## src/rtl/dwt_pkg.sv

```systemverilog
// Shared DWT definitions: mode/saturation selectors and the signed width converter.
package dwt_pkg;

  localparam int MODE_ZERO = 0;
  localparam int MODE_HOLD = 1;
  localparam int SAT_WRAP  = 0;
  localparam int SAT_CLAMP = 1;

  // Widest sample the converter handles; callers sign-extend into this.
  localparam int CONV_W = 64;

  // Reduce a sign-extended sample to dout_w signed bits. The result comes back
  // sign-extended to CONV_W so the caller just truncates. clip flags any value
  // outside the signed dout_w range, in both wrap and clamp modes.
  function automatic logic signed [CONV_W-1:0] width_conv(
    input  logic signed [CONV_W-1:0] x,
    input  int                       dout_w,
    input  logic                     clamp,
    output logic                     clip
  );
    logic signed [CONV_W-1:0] hi;
    logic signed [CONV_W-1:0] lo;
    hi   = (64'sd1 <<< (dout_w - 1)) - 64'sd1;
    lo   = ~hi;
    clip = (x > hi) || (x < lo);
    if (!clip)
      width_conv = x;
    else if (clamp)
      width_conv = x[CONV_W-1] ? lo : hi;
    else
      // keep the sign bit, wrap the magnitude into the low dout_w-1 bits
      width_conv = x[CONV_W-1] ? (x | lo) : (x & hi);
  endfunction

endpackage

```

## src/rtl/dwt_width_conv.sv

```systemverilog
// Combinational signed width reduction with clip detect (wrap or saturate).
module dwt_width_conv
  import dwt_pkg::*;
#(
  parameter int DIN_W  = 40,
  parameter int DOUT_W = 25,
  parameter int SAT    = SAT_WRAP
) (
  input  logic signed [DIN_W-1:0]  din,
  output logic signed [DOUT_W-1:0] dout,
  output logic                     clip
);

  // Equal widths fall out as a pass-through: nothing is ever out of range.
  always_comb begin
    clip = 1'b0;
    dout = DOUT_W'(width_conv(64'(din), DOUT_W, SAT == SAT_CLAMP, clip));
  end

endmodule

```

## src/rtl/dwt_upsample_m.sv

```systemverilog
// Integer-factor upsampler: each accepted sample becomes FACTOR output beats,
// zero-stuffed or held, after width reduction to the next filter's precision.
module dwt_upsample_m
  import dwt_pkg::*;
#(
  parameter int DIN_W  = 40,
  parameter int DOUT_W = 25,
  parameter int FACTOR = 2,
  parameter int PHASE  = 0,
  parameter int MODE   = MODE_ZERO,
  parameter int SAT    = SAT_WRAP
) (
  input  logic                     clk,
  input  logic                     rstn,
  input  logic                     in_valid,
  output logic                     in_ready,
  input  logic signed [DIN_W-1:0]  in_data,
  output logic                     out_valid,
  input  logic                     out_ready,
  output logic signed [DOUT_W-1:0] out_data,
  output logic                     out_last,
  output logic                     sat_flag,
  input  logic                     sat_clr
);

  localparam int              CW   = $clog2(FACTOR);
  localparam logic [CW-1:0]   LAST = CW'(FACTOR - 1);
  localparam logic [CW-1:0]   PH   = CW'(PHASE);

  typedef enum logic {IDLE, EMIT} state_t;

  state_t                    state, state_nx;
  logic [CW-1:0]             cnt, cnt_nx;
  logic signed [DOUT_W-1:0]  hold_q;
  logic signed [DOUT_W-1:0]  conv;
  logic                      clip;
  logic                      accept;
  logic                      at_last;

  dwt_width_conv #(.DIN_W(DIN_W), .DOUT_W(DOUT_W), .SAT(SAT)) u_conv (
    .din  (in_data),
    .dout (conv),
    .clip (clip)
  );

  assign out_valid = (state == EMIT);
  assign at_last   = (cnt == LAST);
  // Taking a new sample on the last beat's handshake keeps groups bubble-free.
  assign in_ready  = !out_valid || (out_ready && at_last);
  assign accept    = in_valid && in_ready;
  assign out_last  = out_valid && at_last;
  assign out_data  = (out_valid && (MODE == MODE_HOLD || cnt == PH)) ? hold_q : '0;

  // Next state / beat counter; a stalled beat leaves everything as is.
  always_comb begin
    state_nx = state;
    cnt_nx   = cnt;
    if (accept) begin
      state_nx = EMIT;
      cnt_nx   = '0;
    end else if (out_valid && out_ready) begin
      if (at_last) state_nx = IDLE;
      else         cnt_nx   = cnt + 1'b1;
    end
  end

  // State, counter, hold register and sticky clip flag (set beats clear).
  always_ff @(posedge clk) begin
    if (!rstn) begin
      state    <= IDLE;
      cnt      <= '0;
      hold_q   <= '0;
      sat_flag <= 1'b0;
    end else begin
      state <= state_nx;
      cnt   <= cnt_nx;
      if (accept) hold_q <= conv;
      if (accept && clip) sat_flag <= 1'b1;
      else if (sat_clr)   sat_flag <= 1'b0;
    end
  end

endmodule

```

## config.mk

```make
export PLATFORM = sky130hd
export DESIGN_NAME = dwt_upsample_m
export DESIGN_NICKNAME = d
export VERILOG_FILES = /design/src/rtl/dwt_pkg.sv /design/src/rtl/dwt_width_conv.sv /design/src/rtl/dwt_upsample_m.sv
export SDC_FILE = /design/constraint.sdc
export NUM_CORES = 1
export LEC_CHECK = 0
export ABC_AREA = 0
export BUFFER_PORTS_ARGS = -buffer_cell sky130_fd_sc_hd__buf_2
export CAP_MARGIN = 20
export CORE_ASPECT_RATIO = 2
export CORE_MARGIN = 8
export CORE_UTILIZATION = 34
export DETAILED_ROUTE_END_ITERATION = 12
export MAX_ROUTING_LAYER = met4
export PLACE_DENSITY = 0.64
export SLEW_MARGIN = 25
export SYNTH_ARGS = -nofsm -noshare
export SYNTH_HDL_FRONTEND = slang
export SYNTH_SLANG_ARGS = --single-unit
export TNS_END_PERCENT = 1
```

## constraint.sdc

```tcl
create_clock -name clk -period 1.7 [get_ports clk]
set_input_delay 0.17 -clock clk [delete_from_list [all_inputs] [get_ports clk]]
set_output_delay 0.17 -clock clk [all_outputs]
set_load 0.02 [all_outputs]
```

After elaboration in Yosys (flattened, before gate mapping). Cells that the tools add are included.

$add $sub $neg: 1. $lt $le $gt $ge: 2. Muxes and demuxes: 9. Bitwise operators: 2. Reductions and logical operators: 14.

Operator list (number): 25-bit two-way mux (3); 40-bit by 25-bit > comparator with 1-bit output, second input constant (1); 40-bit by 25-bit less-than comparator with 1-bit output, second input constant (1); 1-bit logical AND (6); 1-bit two-way mux (6); 2-bit nonzero test (3); 1-bit logical OR (2); 1-bit inverter (2); 2-bit AND reduction (1); 2-bit OR reduction (1); 1-bit adder, second input constant (1); 1-bit zero test (1).

Register bits: 28. Input bits: 45. Output and inout port bits: 29. Word-level logic and storage cells: 32.

Logic depth before layout (Yosys ltp). Gate-level depths: netlist of run 1.

Word-level depth: 5. Mapped depth: 5. Gate-level depth less buffers: 4.

Hierarchy. From an unflattened synthesis of run 1, not the netlist that was laid out.

Cells, all modules: 187. Area total of the unflattened synthesis: 1577.8 um^2.

By module, submodules not included: dwt_upsample_m (times used 1, cells an instance 151, area an instance 1325.0 um^2, sequential area each 560.5 um^2); dwt_width_conv (times used 1, cells an instance 36, area an instance 252.7 um^2, sequential area each 0.0 um^2).

Worst setup path after synthesis of run 1. Ideal clock, no wire load.

Kind: reg-to-output. Start point: register state (netlist: out_valid). End point: output out_data[0]. Arrival time: 1.195 ns. Data required time: 1.530 ns. Path slack: 0.335 ns. Stages on the path, launching flop included: 4. Path buffers: 1. Path through: dfxtp_1 nor2b_2 clkbuf_1 and2_1.

Longest elaborated chain between the ends: 2.

RTL lines: start, declared (line dwt_upsample_m.sv:32) `state_t state, state_nx;`; start signal, assigned (line dwt_upsample_m.sv:75) `state <= state_nx;`; 1-bit logical AND (line dwt_upsample_m.sv:52) `assign out_data = (out_valid && (MODE == MODE_HOLD || cnt == PH)) ? hold_q : '0;`; 25-bit two-way mux (line dwt_upsample_m.sv:52); end, declared (line dwt_upsample_m.sv:20) `output logic signed [DOUT_W-1:0] out_data,`.

No other way between the ends.

Worst setup path after layout of run 1.
Start point: register state (netlist: out_valid). End point: output out_data[14].

The elaborated chain is that of the path after synthesis.

==> summary by stage, run 1 <==
Status
The run finished with clean final reports.

Route
The average detailed-routed wire length per instance is 14.3 microns. After detailed routing, the total wire length is approximately 4.1 mm. For this block, the initial DRC count from the detailed router was 30. The count of nets left with antenna violations once routing finished came out at 0. The routed via count divided by cell count is ~5. After detailed routing, the number of remaining DRC violations is 0. Detailed routing inserted a total of 1400 vias.

The first-pass iteration count of the detailed router is 4.

Hold path
The path class of the tightest hold or removal check is input port to flop.

Critical path
The worst path required time is 1.53 ns. The critical path's largest stage delay is approximately 0.39 ns. The worst register-to-register path has a depth of 4. The reg-to-reg endpoint is hold_q[3]. The arrival time of data at the critical path endpoint is around 1.4 ns.

The top fanout value on the critical path is 12. The critical path in this run is classified as flop to output port. Among all stages on the critical path, the largest delay is contributed by dfxtp_1. The endpoint of the worst setup timing path is out_data[14].

The critical path goes through nor2b_2, buf_4, and2_1, buf_2. The type of element capturing the critical path is an output port. The worst register-to-register path begins at out_valid. For flop-to-flop paths, the worst setup slack is 0.53 ns. The worst setup path is launched from a flop. The most critical setup path has its startpoint at out_valid.

STA
The share of the cycle needed by the critical path after routing is a little over nine tenths. In this run the tightest slew margin relative to its limit is a little over two thirds. The final number of setup-violating endpoints is 0. The slew at the pin closest to its max-slew limit is 0.448 ns.

Summed over all failing endpoints, the final setup total negative slack is 0 ns. Counting I/O delays and the setup requirement, the final critical path takes 1.59 ns. Static timing analysis puts the maximum clock frequency at 627 MHz.

The count of final hold-check violations was 0. Hold is met by ~0.14 ns. The number of max-slew violations in the final report came to 0.

Clock skew on the completed layout was measured at around 0.0019 ns. Setup repair after global routing left no endpoint under its margin.

Power and ir drop
The power spent charging and discharging nets is between 0.3 and 0.4 mW. The part of the total power dissipated in sequential elements is 51.5%. Of the total power, the share spent switching nets is 26.6%. Combinational cells account for between 10% and 20% of the total power. The worst-case IR drop observed on VDD is 0.000378 V.

Dividing total power by cell area gives a power density of 754 nW/um^2. The clock network accounts for around 29% of the total power. The total power of the final layout is 1.38 mW. The total internal power is 1.02 mW. The analysis attributes to cell leakage a power of 0.846 nW.

Layout
Compared with the post-synthesis result, the final layout area differs by 31.2%. In the final layout, the share of cells above drive strength 1 is 36.9%. In the final design database the tool counted 279 nets. The final cell utilization of the core is 45.4%.

The count of antenna diodes in the layout is 0.

Synthesis
The synthesized netlist occupies a cell area of roughly 1400 sq um. The synthesized instance count is 165. The distinct cell type count of the synthesized netlist is 21. The Yosys warning count is 0. Counting every net in the synthesized netlist gives 210. Synthesis inferred 28 register bits. For this run, the register share of the synthesized area comes to 40.0%. Of all cell types, the one taking the most synthesized area is dfxtp_1.

The area share of the leading cell type in the synthesized netlist is roughly two fifths. After synthesis, the cell types taking the most area are dfxtp_1 (40%), a21boi_1 (14%), and2_1 (12%). The post-synthesis average cell area is 8.49 sq um.

Global routing
Entering global routing, the biggest net connects 30 pins. The number of global-route vias before repair is 1397. The first global-routing pass estimated between 6 and 7 mm of wire. The initial antenna violation count is 0.

Summed over all layers, the global routing overflow is 0. In the global route stage, overall resource usage came out at 12.7%.

Flow run
The number of max-cap violations is 0.

Placed design
The quantity of I/O buffers inserted on ports is 73. The HPWL after detailed placement is roughly 3 mm. The routability-driven placement congestion ratio is 0.774.

Clocking
After clock tree synthesis, the setup repair step added 0 buffers. CTS built an H-tree with a depth of 1. The maximum clock insertion buffer count is 2.

After clock tree synthesis, the clock-pin slew on the worst setup and hold paths is around 0.09 ns. TritonCTS built the clock tree. The clock sink count is 28.

Counting the buffers created by CTS gives 3. The number of gates resized after CTS was 0. The cell sitting at the root of the clock tree is a clkbuf_8. After clock tree synthesis, the flow added hold-fix buffers numbering 0. The clock insertion delay at the later pin of the skew report is 0.27 ns.

Floorplanning
The area of the die is roughly 6600 sq um. In this run the horizontal extent of the chip is 61.4 microns. The total number of placement rows is 33. The count of boundary I/O pins is 74. The starting utilization of the core area is 34.6%. The region available for standard cell placement spans 4050 sq um. Measured along the y axis, the die boundary spans 107 microns.
[per-layer routing]
layer	vias up	wire length, microns	GRT usage [%]	share of wire, %
li1	724	-	-	-
met1	636	1690	14.9	42
met2	38	2160	21.8	53
met3	2	175	0.839	4.3
met4	0	47	3.94	1.2
met5	-	0	-	0
[metrics by stage]
stage          area, sq um  instances  worst slack (ns)
3_5_place_dp          1780        281             0.384
4_1_cts               1840        285            0.0820
6_report              1840        285             0.106
2_1_floorplan         1400        165             0.335
5_1_grt               1840        285            0.0122
3_3_place_gp          1780        281             0.452
[worst min path at each step]
stage | startpoint | depth (start not counted) | end
after global routing | in_data[11] | 3 | hold_q[11]
final | in_data[1] | 3 | hold_q[1]
after CTS | in_data[9] | 3 | hold_q[9]
after floorplan | out_ready | 2 | at_last
after global placement | in_data[1] | 3 | hold_q[1]
after detailed placement | in_data[14] | 3 | hold_q[14]
[final cells by class]
cell class                 instances  area [sq um]
multi-input combinational        121           743
timing repair buffer              78           403
clock buffer                       4          55.1
sequential                        28           561
tap                               52          65.1
inverter                           2          10.0
fill                             460          2210
[Yosys cell counts (all sizes together)]
cell    count
a21boi     28
and2       26
and4        1
buf         9
clkbuf      5
dfxtp      28
inv         2
nand2       1
nand3      26
nand3b      1
nand4       4
nor2b       2
nor4        5
o21ai      26
o31ai       1
[placed cells by master, fill, tap and decap left out, drive strengths merged]
cell type and n:
buf 78, dfxtp 28, a21boi 28, and2 26
nand3 26, o21ai 26, nor4 5, nand4 4
clkbuf 4, nor2b 2, inv 2, and4 1
nand3b 1, o31ai 1, nand2 1
[cells by family (layout without fill, tap and decap cells)]
| family | Yosys count | after routing | share of synthesized area (%) |
|---|---|---|---|
| simple gates | 66 | 66 | 27.4 |
| buf+inv | 16 | 84 | 6.88 |
| flops | 28 | 28 | 40.0 |
| compound gates | 55 | 55 | 25.6 |
[critical path: cells and delay by family (launching register included)]
kind,cells,cell delay (ns)
simple gates,2,0.41
flops,1,0.39
buf+inv,2,0.36
[power by group through the flow]
| stage | combinational, mW | sequential, mW | clock [mW] |
|---|---|---|---|
| final | 0.269 | 0.713 | 0.403 |
| after detailed placement | 0.273 | 0.729 | 0 |
| after global routing | 0.298 | 0.718 | 0.440 |
| after floorplan | 0.168 | 0.727 | 0 |
| after CTS | 0.274 | 0.714 | 0.417 |
| after global placement | 0.269 | 0.727 | 0 |
[state kept, by name, indices dropped and copies added (netlist names)]
| register | cells |
|---|---|
| hold_q | 25 |
| at_last | 1 |
| out_valid | 1 |
| sat_flag | 1 |
Note: power is estimated with default switching activity, not from simulation.
==> inputs of run 2 (changes only) <==
Settings changed: PLACE_DENSITY 0.64 to default.
==> run 2 against run 1 <==
Register-to-register slack worse by 0.02 ns. Worst hold slack worse by 0.0017 ns. First-iteration DRC count is 13% higher. Cell count is 0.35% lower. Total power is 3.6% lower. Global-route usage is 0.32 points higher. Worst setup slack better by 0.044 ns. Die area stayed put. Sequential share of layout area is 0.15 points higher. Flip-flop and latch count stayed put. Critical endpoint is now out_data[11].
==> summary by stage, run 2 (same netlist as run 1, synthesis figures left out) <==
Route
Wires add up to 4.09 mm. The total routed wire length on the met1 layer is 1.65 mm. The detailed router's first-iteration violation count is 34.

Wire segments on met2 add up to 2.14 mm in the final route. Detailed routing inserted a total of 1404 vias. The remaining routing DRC violations is 0. The residual antenna-violating net count after detailed routing is 0. In the final routed layout, each cell accounts on average for 14.4 microns. The met3 wire length is between 200 and 300 microns. The highest metal layer used by the detailed router is met4. After detailed routing, the number of vias per cell comes to between 4 and 5. The pre-antenna-repair detailed-routing pass consisted of 4 iterations.

STA
The maximum achievable frequency is around 650 MHz. Across the routed clock network, the largest skew measured is 0.00266 ns. Setup violations remaining at the end of the flow were counted as 0. The tightest hold path in the finished design has a slack of between 0.1 and 0.15 ns. For the pin with the worst max-slew slack, the measured transition is ~0.44 ns. The count of final hold-check violations is 0.

The number of max-slew violations in the final report is 0. Setup repair after global routing left no endpoint under its margin. The tightest slew margin relative to the limit is 70.6%. The worst path in the final design needs a cycle of 1.55 ns, including I/O delays and setup.

Dividing the final minimum period by the clock period gives roughly 91%. For the final routed database, the setup TNS stands at 0 ns.

Hold path
The tightest min-delay check is of the input port to flop type.

Critical path
The critical path launch point type is a flop. The type of element capturing the critical path is an output port. The endpoint identified for the worst register-to-register timing path is sat_flag.

The startpoint identified for the worst register-to-register timing path is at_last. Along the worst path, the maximum fanout reaches 11. The worst path required time is 1.53 ns. For flop-to-flop paths, the worst setup slack is 0.51 ns.

The critical path is of the flop to output port type. In this run the worst setup path begins at out_valid. The worst register-to-register path has a depth of 4. The endpoint of the worst setup timing path is out_data[11].

The arrival time of data at the critical path endpoint is 1.38 ns.

Layout
The number of antenna diodes in the final layout is 0. For this run, the post-layout net count is 279. Cells with a size suffix above 1 make up 36.6% of the layout.

The finished layout holds ~280 standard cells, fillers aside. The register with the most flip-flops in the layout has 25 of them. The most frequent standard cell in the layout excluding fill and tap cells is buf_2.

The post-synthesis to final-layout area growth is 30.6%. The footprint of the multi-input gates is roughly 750 sq um. In the layout the commonest cells are buf_2 (73), dfxtp_1 (28), a21boi_1 (27). The filler cell count in the final layout is between 400 and 500. The summed area of non-filler cells in the final layout is 1830 sq um. Across the whole layout, storage elements account for 561 sq um. hold_q holds more flip-flops than any other register.

Clocking
For the worst-skew pair, the clock arrives at the later sink with an insertion delay of 0.27 ns. The tree is rooted in a clkbuf_8. The clock tree from TritonCTS is built. The clock sink count is 28. Buffers inserted during clock tree synthesis total 3. No sink is reached through more buffers than the 2 on the longest clock path. Buffers added to address setup during post-CTS repair amount to 0.

The clock-pin slew on the worst setup and hold paths is 0.09 ns. CTS built an H-tree with a depth of 1.

Power and ir drop
For this design the static power due to leakage is 0.842 nW. The power density of the placed cells is about 730 nW/um^2. The largest vdd supply drop is 0.000438 V.

Power comes to 1.33 mW.

Floorplanning
The floorplan die height is 107 microns. In this run the horizontal extent of the chip is 61.4 microns. The count of boundary I/O pins is 74. The floorplan has 33 rows.

The area of the die is 6550 sq um. The floorplan core area is about 4000 sq um. The starting utilization of the core area is 34.6%.

Placed design
Input and output buffers added on the ports amount to 73. After detailed placement, the design holds a cell count of 281. Once detailed placement completed, the half-perimeter wirelength came to 3.05 mm. Summing all placed instances gives a cell area of 1780 sq um. The routability-driven placement congestion ratio is 0.735.

Flow run
The tool flagged a number of max-cap violations equal to 0.

Status
The flow ran to the end, and the final reports show no timing, DRC or antenna violations.

Global routing
The number of global-route vias before repair is about 1500. The largest net degree at the start of global routing is 30. Global routing used 13.0% of the available tracks across all layers. The total global routing overflow is 0.

The initial antenna violation count was 0. The first-pass GRT wire length is between 6 and 7 mm.
## run 2: layout make-up
| class | instances | share of cell area (%) |
|---|---|---|
| Tap cell | 52 | 3.56 |
| Clock buffer | 3 | 2.26 |
| Multi-Input combinational cell | 121 | 40.9 |
| Timing Repair Buffer | 78 | 22.0 |
| Sequential cell | 28 | 30.7 |
| Inverter | 2 | 0.548 |
## run 2: how the worst min path moves through the flow
stage | to | start | cells after the start | slack, ns
CTS | hold_q[3] | in_data[3] | 3 | 0.14
detailed placement | hold_q[3] | in_data[3] | 3 | 0.43
finish | hold_q[13] | in_data[13] | 3 | 0.14
global placement | hold_q[9] | in_data[9] | 3 | 0.42
global route | hold_q[20] | in_data[20] | 3 | 0.13
floorplan | at_last | out_ready | 2 | 0.31
## run 2: per-stage QoR
step	util, %	setup slack [ns]
2_1_floorplan	-	0.335
3_3_place_gp	44.0	0.427
3_5_place_dp	44.0	0.380
4_1_cts	45.1	0.0581
5_1_grt	45.2	0.0262
6_report	45.2	0.151
## run 2: power by group
group,total (mW),switching [mW],internal [mW]
clock network,0.351,0.192,0.159
registers,0.713,0.0183,0.695
logic,0.270,0.154,0.116
## run 2: repair_timing
item / CTS / global route
hold buffers: 0 / 0
endpoints found under the setup margin: 0 / 20
gates resized for setup: 0 / 1
## run 2: metal layers
metal	global-route usage (%)	up-vias
met1	14.9	639
met2	22.0	39
met4	3.94	0
li1	-	721
met3	2.16	5
met5	-	-
## run 2: critical path, stage by stage, from the launching register on
cell and delay [ns]:
dfxtp_1 0.39, nor2b_4 0.23, buf_4 0.19, and2_1 0.14
buf_2 0.16
